===== config.mk =====
export PLATFORM = sky130hd
export DESIGN_NAME = event_packer
export DESIGN_NICKNAME = d
export VERILOG_FILES = /design/src/rtl/muon_daq_pkg.sv /design/src/rtl/synchronizer.sv /design/src/rtl/event_packer.sv
export SDC_FILE = /design/constraint.sdc
export NUM_CORES = 1
export LEC_CHECK = 0
export ABC_AREA = 1
export ABC_CLOCK_PERIOD_IN_PS = 44100
export CORE_AREA = 10 10 412 414
export CTS_CLUSTER_DIAMETER = 50
export DETAILED_ROUTE_END_ITERATION = 6
export DIE_AREA = 0 0 422 424
export MAX_ROUTING_LAYER = met4
export PLACE_DENSITY = 0.59
export SYNTH_ARGS = -nofsm -noshare
export SYNTH_HDL_FRONTEND = slang
export SYNTH_SLANG_ARGS = --single-unit

===== constraint.sdc =====
create_clock -name clk -period 44.1 [get_ports clk]
set_input_delay 11.025 -clock clk [delete_from_list [all_inputs] [get_ports clk]]
set_output_delay 11.025 -clock clk [all_outputs]
set_load 0.1 [all_outputs]

===== src/rtl/muon_daq_pkg.sv =====
// Shared types and constants for the muon DAQ event path (sampler -> packer).
package muon_daq_pkg;

  localparam int unsigned N_CH      = 16;
  localparam int unsigned N_SAMPLES = 64;
  localparam int unsigned PKT_WORDS = 35;

  localparam logic [15:0] HEADER_MAGIC_DEFAULT  = 16'hEB90;
  localparam logic [7:0]  TRAILER_MAGIC_DEFAULT = 8'hE0;

  typedef logic [N_CH-1:0][N_SAMPLES-1:0] event_t;

  typedef enum logic [0:0] {
    StIdle,
    StSend
  } packer_state_t;

  // One bit per channel: set when any sample of that channel is non-zero.
  function automatic logic [N_CH-1:0] channel_hits(input event_t ev);
    logic [N_CH-1:0] mask;
    for (int c = 0; c < N_CH; c++) begin
      mask[c] = |ev[c];
    end
    return mask;
  endfunction

endpackage


===== src/rtl/synchronizer.sv =====
// Two-flop synchroniser for signals crossing in from another clock domain.
module synchronizer #(
  parameter int unsigned Width = 1
) (
  input  logic             clk,
  input  logic             reset,
  input  logic [Width-1:0] d,
  output logic [Width-1:0] q
);

  logic [Width-1:0] meta_q;
  logic [Width-1:0] sync_q;

  always_ff @(posedge clk) begin
    if (reset) begin
      meta_q <= '0;
      sync_q <= '0;
    end else begin
      meta_q <= d;
      sync_q <= meta_q;
    end
  end

  assign q = sync_q;

endmodule


===== src/rtl/event_packer.sv =====
// Captures one sampler event window and streams it as a framed 35-word packet
// (header, timestamp, 32 data words, trailer) on a 32-bit AXI-Stream master.
module event_packer
  import muon_daq_pkg::*;
#(
  parameter logic [15:0] HEADER_MAGIC  = HEADER_MAGIC_DEFAULT,
  parameter logic [7:0]  TRAILER_MAGIC = TRAILER_MAGIC_DEFAULT
) (
  input  logic                           clk,
  input  logic                           reset,
  input  logic                           event_ready,
  input  logic [N_CH-1:0][N_SAMPLES-1:0] evento,
  output logic                           event_saved,
  output logic [31:0]                    m_tdata,
  output logic                           m_tvalid,
  input  logic                           m_tready,
  output logic                           m_tlast,
  output logic                           busy
);

  localparam logic [5:0] LastIdx = 6'(PKT_WORDS - 1);

  logic            ready_s;
  packer_state_t   state_q;
  logic [31:0]     ts_cnt_q;
  logic [15:0]     evt_cnt_q;
  logic            ack_pending_q;
  logic [5:0]      idx_q;
  event_t          buf_q;
  logic [31:0]     ts_lat_q;
  logic [15:0]     cnt_lat_q;
  logic [N_CH-1:0] hit_mask_q;
  logic            capture;
  logic [3:0]      ch;
  logic [31:0]     word;

  synchronizer #(
    .Width (1)
  ) u_ready_sync (
    .clk   (clk),
    .reset (reset),
    .d     (event_ready),
    .q     (ready_s)
  );

  assign capture = (state_q == StIdle) && ready_s && !ack_pending_q;

  always_ff @(posedge clk) begin
    if (reset) begin
      state_q       <= StIdle;
      ts_cnt_q      <= '0;
      evt_cnt_q     <= '0;
      ack_pending_q <= 1'b0;
      idx_q         <= '0;
      ts_lat_q      <= '0;
      cnt_lat_q     <= '0;
      hit_mask_q    <= '0;
    end else begin
      ts_cnt_q <= ts_cnt_q + 32'd1;
      // Acknowledge stays up until the sampler has seen it and dropped its request.
      if (ack_pending_q && !ready_s) begin
        ack_pending_q <= 1'b0;
      end
      unique case (state_q)
        StIdle: begin
          if (capture) begin
            ts_lat_q      <= ts_cnt_q;
            cnt_lat_q     <= evt_cnt_q;
            hit_mask_q    <= channel_hits(evento);
            evt_cnt_q     <= evt_cnt_q + 16'd1;
            ack_pending_q <= 1'b1;
            idx_q         <= '0;
            state_q       <= StSend;
          end
        end
        StSend: begin
          if (m_tready) begin
            idx_q <= idx_q + 6'd1;
            if (idx_q == LastIdx) begin
              state_q <= StIdle;
            end
          end
        end
        default: state_q <= StIdle;
      endcase
    end
  end

  // Wide window register has no reset: it is only observable while sending.
  always_ff @(posedge clk) begin
    if (capture) begin
      buf_q <= evento;
    end
  end

  // Words 2..33 map to channel (idx/2 - 1); odd words carry the upper half.
  always_comb begin
    ch   = idx_q[4:1] - 4'd1;
    word = '0;
    if (idx_q == 6'd0) begin
      word = {HEADER_MAGIC, hit_mask_q};
    end else if (idx_q == 6'd1) begin
      word = ts_lat_q;
    end else if (idx_q == LastIdx) begin
      word = {TRAILER_MAGIC, 8'h00, cnt_lat_q};
    end else if (idx_q[0]) begin
      word = buf_q[ch][63:32];
    end else begin
      word = buf_q[ch][31:0];
    end
  end

  assign m_tvalid    = (state_q == StSend);
  assign busy        = m_tvalid;
  assign m_tdata     = m_tvalid ? word : '0;
  assign m_tlast     = m_tvalid && (idx_q == LastIdx);
  assign event_saved = ack_pending_q;

endmodule


==> flow_metrics.tcl <==
set metrics [dict create \
    cts_hold_buf 0 \
    final.period_utilization_pct 42.2 \
    irDropWorstVdd_v 0.0000373 \
    top_layer "met4" \
    syn-cell-area_mm2 0.0506 \
    end_kind "primary output" \
    drv_cap 0 \
    drive_above_1_share_pct 6.08 \
    rows 148 \
    grt_pass1_vias 43106 \
    clock_path_buffers 3 \
    wire_per_inst_um 31.5 \
    critical_path_arrival_ns 7.57 \
    relSlewSlack_pct 10.5 \
    async_reset_ff_share_pct 0 \
    wl_met1_mm 104 \
    hold_class "flip-flop to flip-flop" \
    critPathKind "flip-flop to primary output" \
    grt_max_degree 168 \
    synth_top_family_by_area "simple AND/OR/NAND/NOR gates" \
    remaining_drc_errors 0 \
    preCtsSetupSlack_ns 26.32 \
    powerDensity_mw_per_mm2 39.9 \
    root_buffer "clkbuf_16" \
    required_ns 33.07 \
    leakage_nw 25.2 \
    avgSynthCellArea_um2 10.2 \
    syn-num-nets 5977 \
    clk-insertion-delay-late_ns 0.79 \
    synth-main-ff-cell "edfxtp_1" \
    syn_inst 4941 \
    yosysSeqAreaShare_pct 65.6 \
    muxShareOfSynthArea_pct 0 \
    synth-warning-count 0 \
    dpl.hpwl_mm 209 \
    setup_viol 0 \
    synth_top_area_cell "edfxtp_1" \
    finalMaxSlewViolations 0 \
    hold_viol 0 \
    clock.fmax_mhz 53.8 \
    path_max_fanout 94 \
    cts_tree "built" \
    cts_buffers 155 \
    wl_met3_mm 19.0 \
    ios 1064 \
    vias 43903 \
    cts_resized 0 \
    die_w_um 422 \
    worst_pin_slew_ns 1.33 \
    path_clk_slew_ns 0.05 \
    area_growth_pct 35.8 \
    die_area_mm2 0.179 \
    clock-sinks 1146 \
    yosys.area_share.simple_pct 25.3 \
    place.gp.congestion 0.999 \
    finalNetCount 6995 \
    avgViaCountPerCell 5.27 \
    grt_overflow_total 0 \
    portBuffers 1063 \
    synth_area_leaders "edfxtp_1, nand2_1, nand3_1, dfxtp_1, inv_1" \
    route.met2.wl_mm 125 \
    cts_htree_levels 4 \
    antenna_found_initial 83 \
    postCtsSetupRepairBufs 0 \
    synth_top_area_share_pct 60.8 \
    grt_pass1_wl_mm 353 \
    finalInstanceArea_mm2 0.0687 \
    rsz0062_at_grt "false" \
    dr.pass1.iters 6 \
    synth_edf_count 1024 \
    period_minus_slack_ns 18.60 \
    synth_xor_area_share_pct 0.121 \
    placed_cell_area_mm2 0.0632 \
    postRouteAntennaNets 0 \
    synth_compound_area_share_pct 2.71 \
    drt_iter0_drc 5699 \
    start_util_pct 31.3 \
    routed_wl_mm 263 \
    core_area_mm2 0.162 \
    yosysUniqueCellTypes 42 \
    setup_ws_ns 25.50 \
    fillers 15501 \
    finClkSkew_ns 0.0520 \
    synth-adder-area-share_pct 0.198 \
    die_h_um 424 \
    grtUsageTotal_pct 28.9 \
    status "finished, final reports clean" \
    worst_setup_path_start_kind "flip-flop" \
    ys_ff_latch 1146 \
    setup_tns_ns 0 \
]
## synthesized netlist by cell type, drive strengths merged, types with 76 or more instances
cell type,count
a21oi,135
edfxtp,1024
nand3,846
nand4,76
o21ai,83
nor4,259
nor2,78
buf,194
nand2,1398
inv,460
or2,103
dfxtp,122
## layout make-up
cell class | count | area (µm²) | area share (%)
diodes | 65 | 163 | 0.237
clock buffers | 171 | 3940 | 5.74
clock inverters | 111 | 1350 | 1.97
inverters | 470 | 1790 | 2.60
multi-input cells | 3064 | 14400 | 21.0
flip-flops and latches | 1146 | 33200 | 48.3
well taps | 2175 | 2720 | 3.96
repair buffers | 1122 | 11100 | 16.2
## critical path, stage by stage, from the launching register on
cell,delay (ns)
dfxtp_4,0.87
inv_8,0.40
ha_4,0.36
xor2_4,0.69
buf_4,0.78
buf_4,0.67
nand3_1,0.33
nand3_1,0.38
nand3_1,0.21
nand2_1,0.29
nand2_1,0.11
a21oi_1,0.18
clkdlybuf4s50_1,1.26
## state kept, by name, summed over array words and instances (netlist names)
| name | flops |
|---|---|
| buf_q | 1024 |
| busy | 1 |
| cnt_lat_q | 16 |
| event_saved | 1 |
| evt_cnt_q | 16 |
| hit_mask_q | 16 |
| idx_q | 6 |
| ts_cnt_q | 32 |
| ts_lat_q | 32 |
| u_ready_sync.meta_q | 1 |
| u_ready_sync.q | 1 |
## metal layers
metal | vias to the layer above | track usage [%]
li1 | 19311 | -
met1 | 21629 | 35.1
met2 | 2468 | 46.3
met3 | 495 | 5.14
met4 | 0 | 14.7
met5 | - | -
## report_power, final
part | internal (W) | total [W] | switching (W)
Clock | 0.000755 | 0.00129 | 0.000536
Sequential | 0.00122 | 0.00123 | 0.00000939
Combinational | 0.000100 | 0.000217 | 0.000116
## worst paths after layout
kind,cells after the start,slack [ns],end,startpoint
min,2,0.46,ts_lat_q[9]$_SDFFE_PP0P_,ts_lat_q[9]$_SDFFE_PP0P_
max,12,25.50,m_tdata[27],idx_q[1]$_SDFFE_PP0P_
min reg2reg,2,0.46,ts_lat_q[9]$_SDFFE_PP0P_,ts_lat_q[9]$_SDFFE_PP0P_
max reg2reg,8,37.63,buf_q[544]$_DFFE_PP_,busy$_SDFF_PP0_
## layout by cell type, fill, tap and decap left out, types with 8 or more instances in the layout
cell type / count
nor4_1: 252
nor3_1: 28
clkinv_1: 33
nand4_1: 76
nor2_1: 68
inv_6: 13
or2_1: 72
or2_2: 23
diode_2: 65
clkbuf_16: 155
or2_0: 8
o21a_1: 20
buf_4: 60
nand2_1: 1395
bufinv_16: 16
edfxtp_1: 1024
a21oi_1: 135
inv_1: 451
nand3_1: 845
clkinvlp_4: 14
clkinv_2: 13
clkinv_4: 11
clkdlybuf4s50_1: 1058
dfxtp_1: 120
o211ai_1: 13
clkbuf_1: 16
o21ai_0: 80
## kinds of logic (layout without fill, tap and decap cells)
group | count (synthesis) | after routing
simple gates | 2794 | 2794
flops | 1146 | 1146
buf+inv | 731 | 1874
compound gates | 255 | 255
fa+ha+maj | 8 | 8
xor+xnor | 7 | 7
other cells | 0 | 65
## metrics by stage
stage | power (W) | hold WS, ns | util [%] | cells
finish | 0.00274 | 0.461 | 42.5 | 8324
CTS | 0.00275 | 0.461 | 42.4 | 8259
global placement | 0.00146 | 0.442 | 39.1 | 7977
detailed placement | 0.00146 | 0.448 | 39.1 | 7977
global route | 0.00280 | 0.469 | 42.5 | 8319
floorplan | 0.00135 | 0.388 | - | 4941
Power figures use the tool's default switching activity.
